`src/rtl/vga_sync_gen.sv`:
```
// vga_sync_gen -- VGA-style raster timing generator.
// Walks a horizontal/vertical counter pair at the pixel tick (ena) and
// produces registered hsync/vsync/de plus line/frame start pulses.
// Optional feature: define VGA_SYNC_GEN_FRAME_CNT_EN to add an 8-bit
// frame counter output (frame_cnt) that steps with every frame_start.
module vga_sync_gen #(
    parameter int H_ACTIVE = 640,
    parameter int H_FP     = 16,
    parameter int H_SYNC   = 96,
    parameter int H_BP     = 48,
    parameter int V_ACTIVE = 480,
    parameter int V_FP     = 10,
    parameter int V_SYNC   = 2,
    parameter int V_BP     = 33,
    parameter bit H_POL    = 1'b0,
    parameter bit V_POL    = 1'b0,
    localparam int H_TOT   = H_ACTIVE + H_FP + H_SYNC + H_BP,
    localparam int V_TOT   = V_ACTIVE + V_FP + V_SYNC + V_BP,
    localparam int XW      = $clog2(H_TOT),
    localparam int YW      = $clog2(V_TOT)
) (
    input  logic          clk,
    input  logic          rst_n,
    input  logic          ena,
    output logic          hsync,
    output logic          vsync,
    output logic          de,
    output logic [XW-1:0] x,
    output logic [YW-1:0] y,
    output logic          line_start,
    output logic          frame_start
`ifdef VGA_SYNC_GEN_FRAME_CNT_EN
    ,
    output logic [7:0]    frame_cnt
`endif
);

    // Sync windows as half-open ranges [BEG, END); END == BEG means no sync.
    localparam int HS_BEG = H_ACTIVE + H_FP;
    localparam int HS_END = HS_BEG + H_SYNC;
    localparam int VS_BEG = V_ACTIVE + V_FP;
    localparam int VS_END = VS_BEG + V_SYNC;

    // Raw position counters; they park at the last pixel of the last line
    // in reset so the very first tick lands on (0,0).
    logic [XW-1:0] h_q, h_d;
    logic [YW-1:0] v_q, v_d;
    logic          h_wrap;

    // Output registers, loaded from the *next* position so they line up
    // with the counters in the clk after the tick.
    logic [XW-1:0] x_q;
    logic [YW-1:0] y_q;
    logic          hsync_q, hsync_d;
    logic          vsync_q, vsync_d;
    logic          de_q, de_d;
    logic          line_start_q, line_start_d;
    logic          frame_start_q, frame_start_d;
`ifdef VGA_SYNC_GEN_FRAME_CNT_EN
    logic [7:0]    frame_cnt_q;
`endif

    // Next position and the decoded levels/pulses that belong to it.
    always_comb begin
        h_wrap        = (h_q == XW'(H_TOT - 1));
        h_d           = h_wrap ? '0 : h_q + 1'b1;
        v_d           = v_q;
        if (h_wrap) begin
            v_d = (v_q == YW'(V_TOT - 1)) ? '0 : v_q + 1'b1;
        end
        hsync_d       = (int'(h_d) >= HS_BEG && int'(h_d) < HS_END) ? H_POL : ~H_POL;
        vsync_d       = (int'(v_d) >= VS_BEG && int'(v_d) < VS_END) ? V_POL : ~V_POL;
        de_d          = (int'(h_d) < H_ACTIVE) && (int'(v_d) < V_ACTIVE);
        line_start_d  = (h_d == '0);
        frame_start_d = (h_d == '0) && (v_d == '0);
    end

    // Advance on the pixel tick; pulses self-clear on every other clk.
    always_ff @(posedge clk or negedge rst_n) begin
        if (!rst_n) begin
            h_q           <= XW'(H_TOT - 1);
            v_q           <= YW'(V_TOT - 1);
            x_q           <= '0;
            y_q           <= '0;
            hsync_q       <= ~H_POL;
            vsync_q       <= ~V_POL;
            de_q          <= 1'b0;
            line_start_q  <= 1'b0;
            frame_start_q <= 1'b0;
`ifdef VGA_SYNC_GEN_FRAME_CNT_EN
            frame_cnt_q   <= 8'd0;
`endif
        end else begin
            line_start_q  <= 1'b0;
            frame_start_q <= 1'b0;
            if (ena) begin
                h_q           <= h_d;
                v_q           <= v_d;
                x_q           <= h_d;
                y_q           <= v_d;
                hsync_q       <= hsync_d;
                vsync_q       <= vsync_d;
                de_q          <= de_d;
                line_start_q  <= line_start_d;
                frame_start_q <= frame_start_d;
`ifdef VGA_SYNC_GEN_FRAME_CNT_EN
                if (frame_start_d) begin
                    frame_cnt_q <= frame_cnt_q + 8'd1;
                end
`endif
            end
        end
    end

    assign hsync       = hsync_q;
    assign vsync       = vsync_q;
    assign de          = de_q;
    assign x           = x_q;
    assign y           = y_q;
    assign line_start  = line_start_q;
    assign frame_start = frame_start_q;
`ifdef VGA_SYNC_GEN_FRAME_CNT_EN
    assign frame_cnt   = frame_cnt_q;
`endif

endmodule

```
`config.mk`:
```
export PLATFORM = sky130hd
export DESIGN_NAME = vga_sync_gen
export DESIGN_NICKNAME = d
export VERILOG_FILES = /design/src/rtl/vga_sync_gen.sv
export SDC_FILE = /design/constraint.sdc
export NUM_CORES = 1
export LEC_CHECK = 0
export ABC_CLOCK_PERIOD_IN_PS = 3050
export BUFFER_PORTS_ARGS = -buffer_cell sky130_fd_sc_hd__buf_2
export CORE_MARGIN = 4
export CORE_UTILIZATION = 35
export DETAILED_ROUTE_END_ITERATION = 10
export GPL_TIMING_DRIVEN = 0
export PLACE_DENSITY = 0.54
export SLEW_MARGIN = 10
export SYNTH_ARGS = -nofsm -noshare
export SYNTH_HDL_FRONTEND = slang
export SYNTH_SLANG_ARGS = --single-unit
```
`constraint.sdc`:
```
create_clock -name clk -period 3.05 [get_ports clk]
set_clock_uncertainty 0.05 [all_clocks]
set_input_delay 0.61 -clock clk [delete_from_list [all_inputs] [get_ports clk]]
set_output_delay 0.61 -clock clk [all_outputs]
set_load 0.02 [all_outputs]
```
## Yosys cells after proc, flatten, opt, wreduce, memory -nomap -nowiden

Index checks and enable logic that the tools add are counted.
Widths: inputs -> output; s select.

- Output and inout port bits: 25
- Flip-flop bits (word level): 45

- Reduce and logical (&&, ||, !) cells: 6
- Order comparisons: 6
- Equal/unequal tests: 2
- Muxes and demuxes: 7
- Add/subtract/negate cells: 2

Operator list:

| cell | number |
|---|---|
| $mux 10 | 3 |
| $add 10x1->10 const B | 2 |
| $eq 10x10->1 const B | 2 |
| $logic_not 10->1 | 2 |
| $lt 10x10->1 const B | 2 |
| $lt 10x9->1 const B | 2 |
| $ge 10x10->1 const B | 1 |
| $ge 10x9->1 const B | 1 |
| $logic_and 1x1->1 | 4 |
| $mux 1 | 4 |

## Longest topological paths before layout

- Word-level depth: 6
- Mapped depth: 9
- Gate-level depth less buffers: 8

## Worst setup path after synthesis

Ideal clock, no wire load.

- Path kind: flip-flop to flip-flop
- Start: reg h_q[0]
- End: reg frame_start_q, in the netlist frame_start
- Data required time: 2904 ps
- Arrival: 2181 ps
- Cell stages (with the launch flop): 9
- Slack: 723 ps
- Path through: dfstp_2 > ha_1 > and4_1 > buf_4 > nand4_2 > or4_1 > o311ai_1 > nand4_1 > nor4_2

- Cells in the longest elaborated chain, start to end: 5

RTL lines:

| what | line | text |
|---|---|---|
| from (decl) | 46 | `logic [XW-1:0] h_q, h_d;` |
| from (signal assigned) | 81 | `h_q <= XW'(H_TOT - 1);` |
| $add 10x1->10 / $eq 10x10->1 (equally long branches) | 66, 65 |  |
| $mux 10 (on tied branches) | 66, 68 |  |
| $logic_not 10->1 | 75 | `frame_start_d = (h_d == '0) && (v_d == '0);` |
| $logic_and 1x1->1 (*) | 75 |  |
| $mux 1 (*) | 96 | `if (ena) begin` |
| to (signal assigned) | 105 | `frame_start_q <= frame_start_d;` |
| to (decl) | 58 | `logic frame_start_q, frame_start_d;` |

Every way passes the cells marked *; elsewhere a longest branch is shown, timed or not.
A chain may end at the register's enable or synchronous reset.

## Final worst setup path

Ends and elaborated chain as after synthesis.

==> results.yml <==
final_layout:
  fillers: 670
  final_util: 0.4071
  area_growth_pct: 13.79
  nets: 294
  regArea_sq_um: 890.9
  diodes: 0
  multi_input_area_sq_um: 1137
  drive_gt1_frac: 0.2778
timing:
  fin_setup_tns_ps: 0
  period_share: 0.8894
  fmax_mhz: 368.6
  finalMaxSlewViolations: 0
  holdWs_ps: 343.2
  max-slew-margin-rel: 0.4877
  worst_pin_slew_ps: 768.5
  timing_hold_violations_final: 0
  rsz0062_at_grt: "false"
  setup_viol: 0
  fin_crit_ps: 2713
global_routing:
  overflow: 0
  grt_pass1_vias: 1782
  grt_first_pass_wirelength_mm: 8.997
  antenna_found_initial: 0
  track_usage: 0.1467
  grt_max_degree: 36
synthesis:
  synthFlopType: "dfrtp_1"
  synthArstFlopShare: 1.000
  syn_inst: 254
  synthesis.nets: 261
  syn_area_per_cell_sq_um: 8.891
  ys_seq_elements: 35
  ys_seq_area_frac: 0.3945
  synth_cell_types: 55
  yosysWarningCount: 0
  yosysTopAreaCell: "dfrtp_1"
  synth_edf_count: 0
  synth_area_leaders: "dfrtp_1 (25%), dfstp_2 (14%), xnor2_1 (4.7%)"
  synth_common_cells: "dfrtp_1 (23), nor2_1 (22), o21ai_0 (20)"
  yosysTopAreaCellShare: 0.2548
  synth_most_common_cell: "dfrtp_1"
  syn_area_sq_um: 2258
floorplan:
  rows: 29
  core_area_sq_um: 6314
  initial_core_util: 0.3577
  die_h_um: 88.33
  die_x_um: 88.33
  die_area_sq_um: 7802
  io_pins: 28
placement:
  gp_congestion: 0.8113
  io_buffers: 26
  hpwl_mm: 3.825
route:
  wirelength_mm: 5.337
  postRouteAntennaNets: 0
  drt_iter0_markers: 189
  post_drt_wl_per_cell_um: 14.62
  drc: 0
  first_pass_iters: 4
  via_per_inst: 5.222
  num_vias: 1906
clocking:
  cts_max_path_buffers: 2
  cts_tree: "built"
  cts_resized: 0
  cts_buffers: 5
  clock-sinks: 35
  root_buffer: "clkbuf_8"
  clk_pin_slew_ps: 70
  hold_buffers: 0
  cts_max_level: 2
  post_cts_buffers: 0
  clock_latency_ps: 290
setup_path:
  crit_fanout: 10
  reg2reg_slack_ps: 340
  setup.worst_path.class: "reg -> reg"
  endpoint_kind: "flip-flop"
  required_ps: 3190
  crit_path_start_kind: "flip-flop"
  cp.arrival_ps: 2850
min_path:
  holdCritPathClass: "in -> async"
run:
  cap_violations: 0
pwr:
  power_density_nw_per_um2: 663.0
  leakagePower_nw: 1.072
  max-vdd-ir-drop_mv: 0.3380
run_status:
  outcome: "complete, no violations"
## layout make-up
| class | count | share of cell area |
|---|---|---|
| clock inverters | 2 | 0.004869 |
| well taps | 77 | 0.03749 |
| plain buffers | 29 | 0.06767 |
| clock buffers | 6 | 0.02824 |
| flip-flops and latches | 35 | 0.3466 |
| repair buffers | 26 | 0.05063 |
| inverters | 15 | 0.02191 |
| multi-input cells | 175 | 0.4426 |
## kinds of logic (layout without fill, tap and decap cells)
logic type,after synthesis,after routing,share of synthesized area
flops,35,35,0.3945
simple gates,92,92,0.2283
fa+ha+maj,4,4,0.02216
compound gates,64,64,0.1939
xor+xnor,14,14,0.05429
buf+inv,44,78,0.1019
mux,1,1,0.004986
## per-stage QoR
step / power [W] / cell area, sq um / cells / worst slack (ps)
after floorplan: 0.001199 / 2258 / 254 / 723.1
after global placement: 0.001381 / 2485 / 357 / 366.2
after detailed placement: 0.001381 / 2485 / 357 / 377.6
after CTS: 0.001724 / 2570 / 365 / 347.7
after global routing: 0.001843 / 2570 / 365 / 220.9
final: 0.001704 / 2570 / 365 / 337.3
## state kept, by name, indices dropped and copies added (netlist names)
name         count
de               1
h_q             10
frame_start      1
vsync            1
v_q             10
x                7
line_start       1
y                3
hsync            1
## worst max-delay path, cell delays in order, from the launching register on
cell	delay [ps]
dfstp_2	580
ha_1	290
nand4_1	270
nor3b_4	410
buf_6	220
o221a_2	190
o211a_2	180
nand4_1	120
nor4_2	300
## cells in the final DEF (no fill, tap or decap), types with 2 or more instances in the layout
master,Yosys,final
o32ai_1,2,2
nand2b_1,2,2
a41oi_1,2,2
ha_1,4,4
nor3_1,3,3
nor4_1,3,3
nand4_1,6,6
buf_2,7,33
clkbuf_1,8,9
xnor2_1,12,12
nand2_1,16,16
dfstp_2,12,12
inv_2,2,2
a31oi_1,6,6
clkbuf_8,0,5
a21boi_0,2,2
o21a_1,4,4
and3_1,6,6
o21ai_1,2,2
o311ai_1,2,2
dfrtp_1,23,23
a21oi_1,10,10
buf_4,13,13
nor2_1,22,22
a22oi_1,2,2
or4_1,2,2
inv_1,13,13
nand3_1,19,19
o21ai_0,20,20
a211oi_1,2,2
xor2_1,2,2
## per-layer routing
| metal | up-vias | GRT usage | wire [um] |
|---|---|---|---|
| li1 | 965 | - | - |
| met1 | 879 | 0.2134 | 2735 |
| met2 | 58 | 0.2128 | 2268 |
| met3 | 4 | 0.03631 | 267 |
| met4 | 0 | 0.04808 | 66 |
| met5 | - | 0 | 0 |
## report_power, final
| group | leakage (nW) | total (W) | switching, W | internal (W) |
|---|---|---|---|---|
| Combinational | 0.618 | 0.000645 | 0.000385 | 0.000260 |
| Clock | 0.0412 | 0.000330 | 0.000170 | 0.000160 |
| Sequential | 0.413 | 0.000729 | 0.000122 | 0.000607 |
## worst paths after layout
path,depth (start not counted),endpoint,start
worst min register to register,1,y[2],y[2]
max in group asynchronous,1,v_q[4],rst_n
min in group clk,1,y[2],y[2]
worst min-delay path,1,h_q[7],rst_n
worst max-delay path,8,frame_start,h_q[0]
worst max register to register,8,frame_start,h_q[0]
No activity file was read; power rests on OpenSTA's default activity.
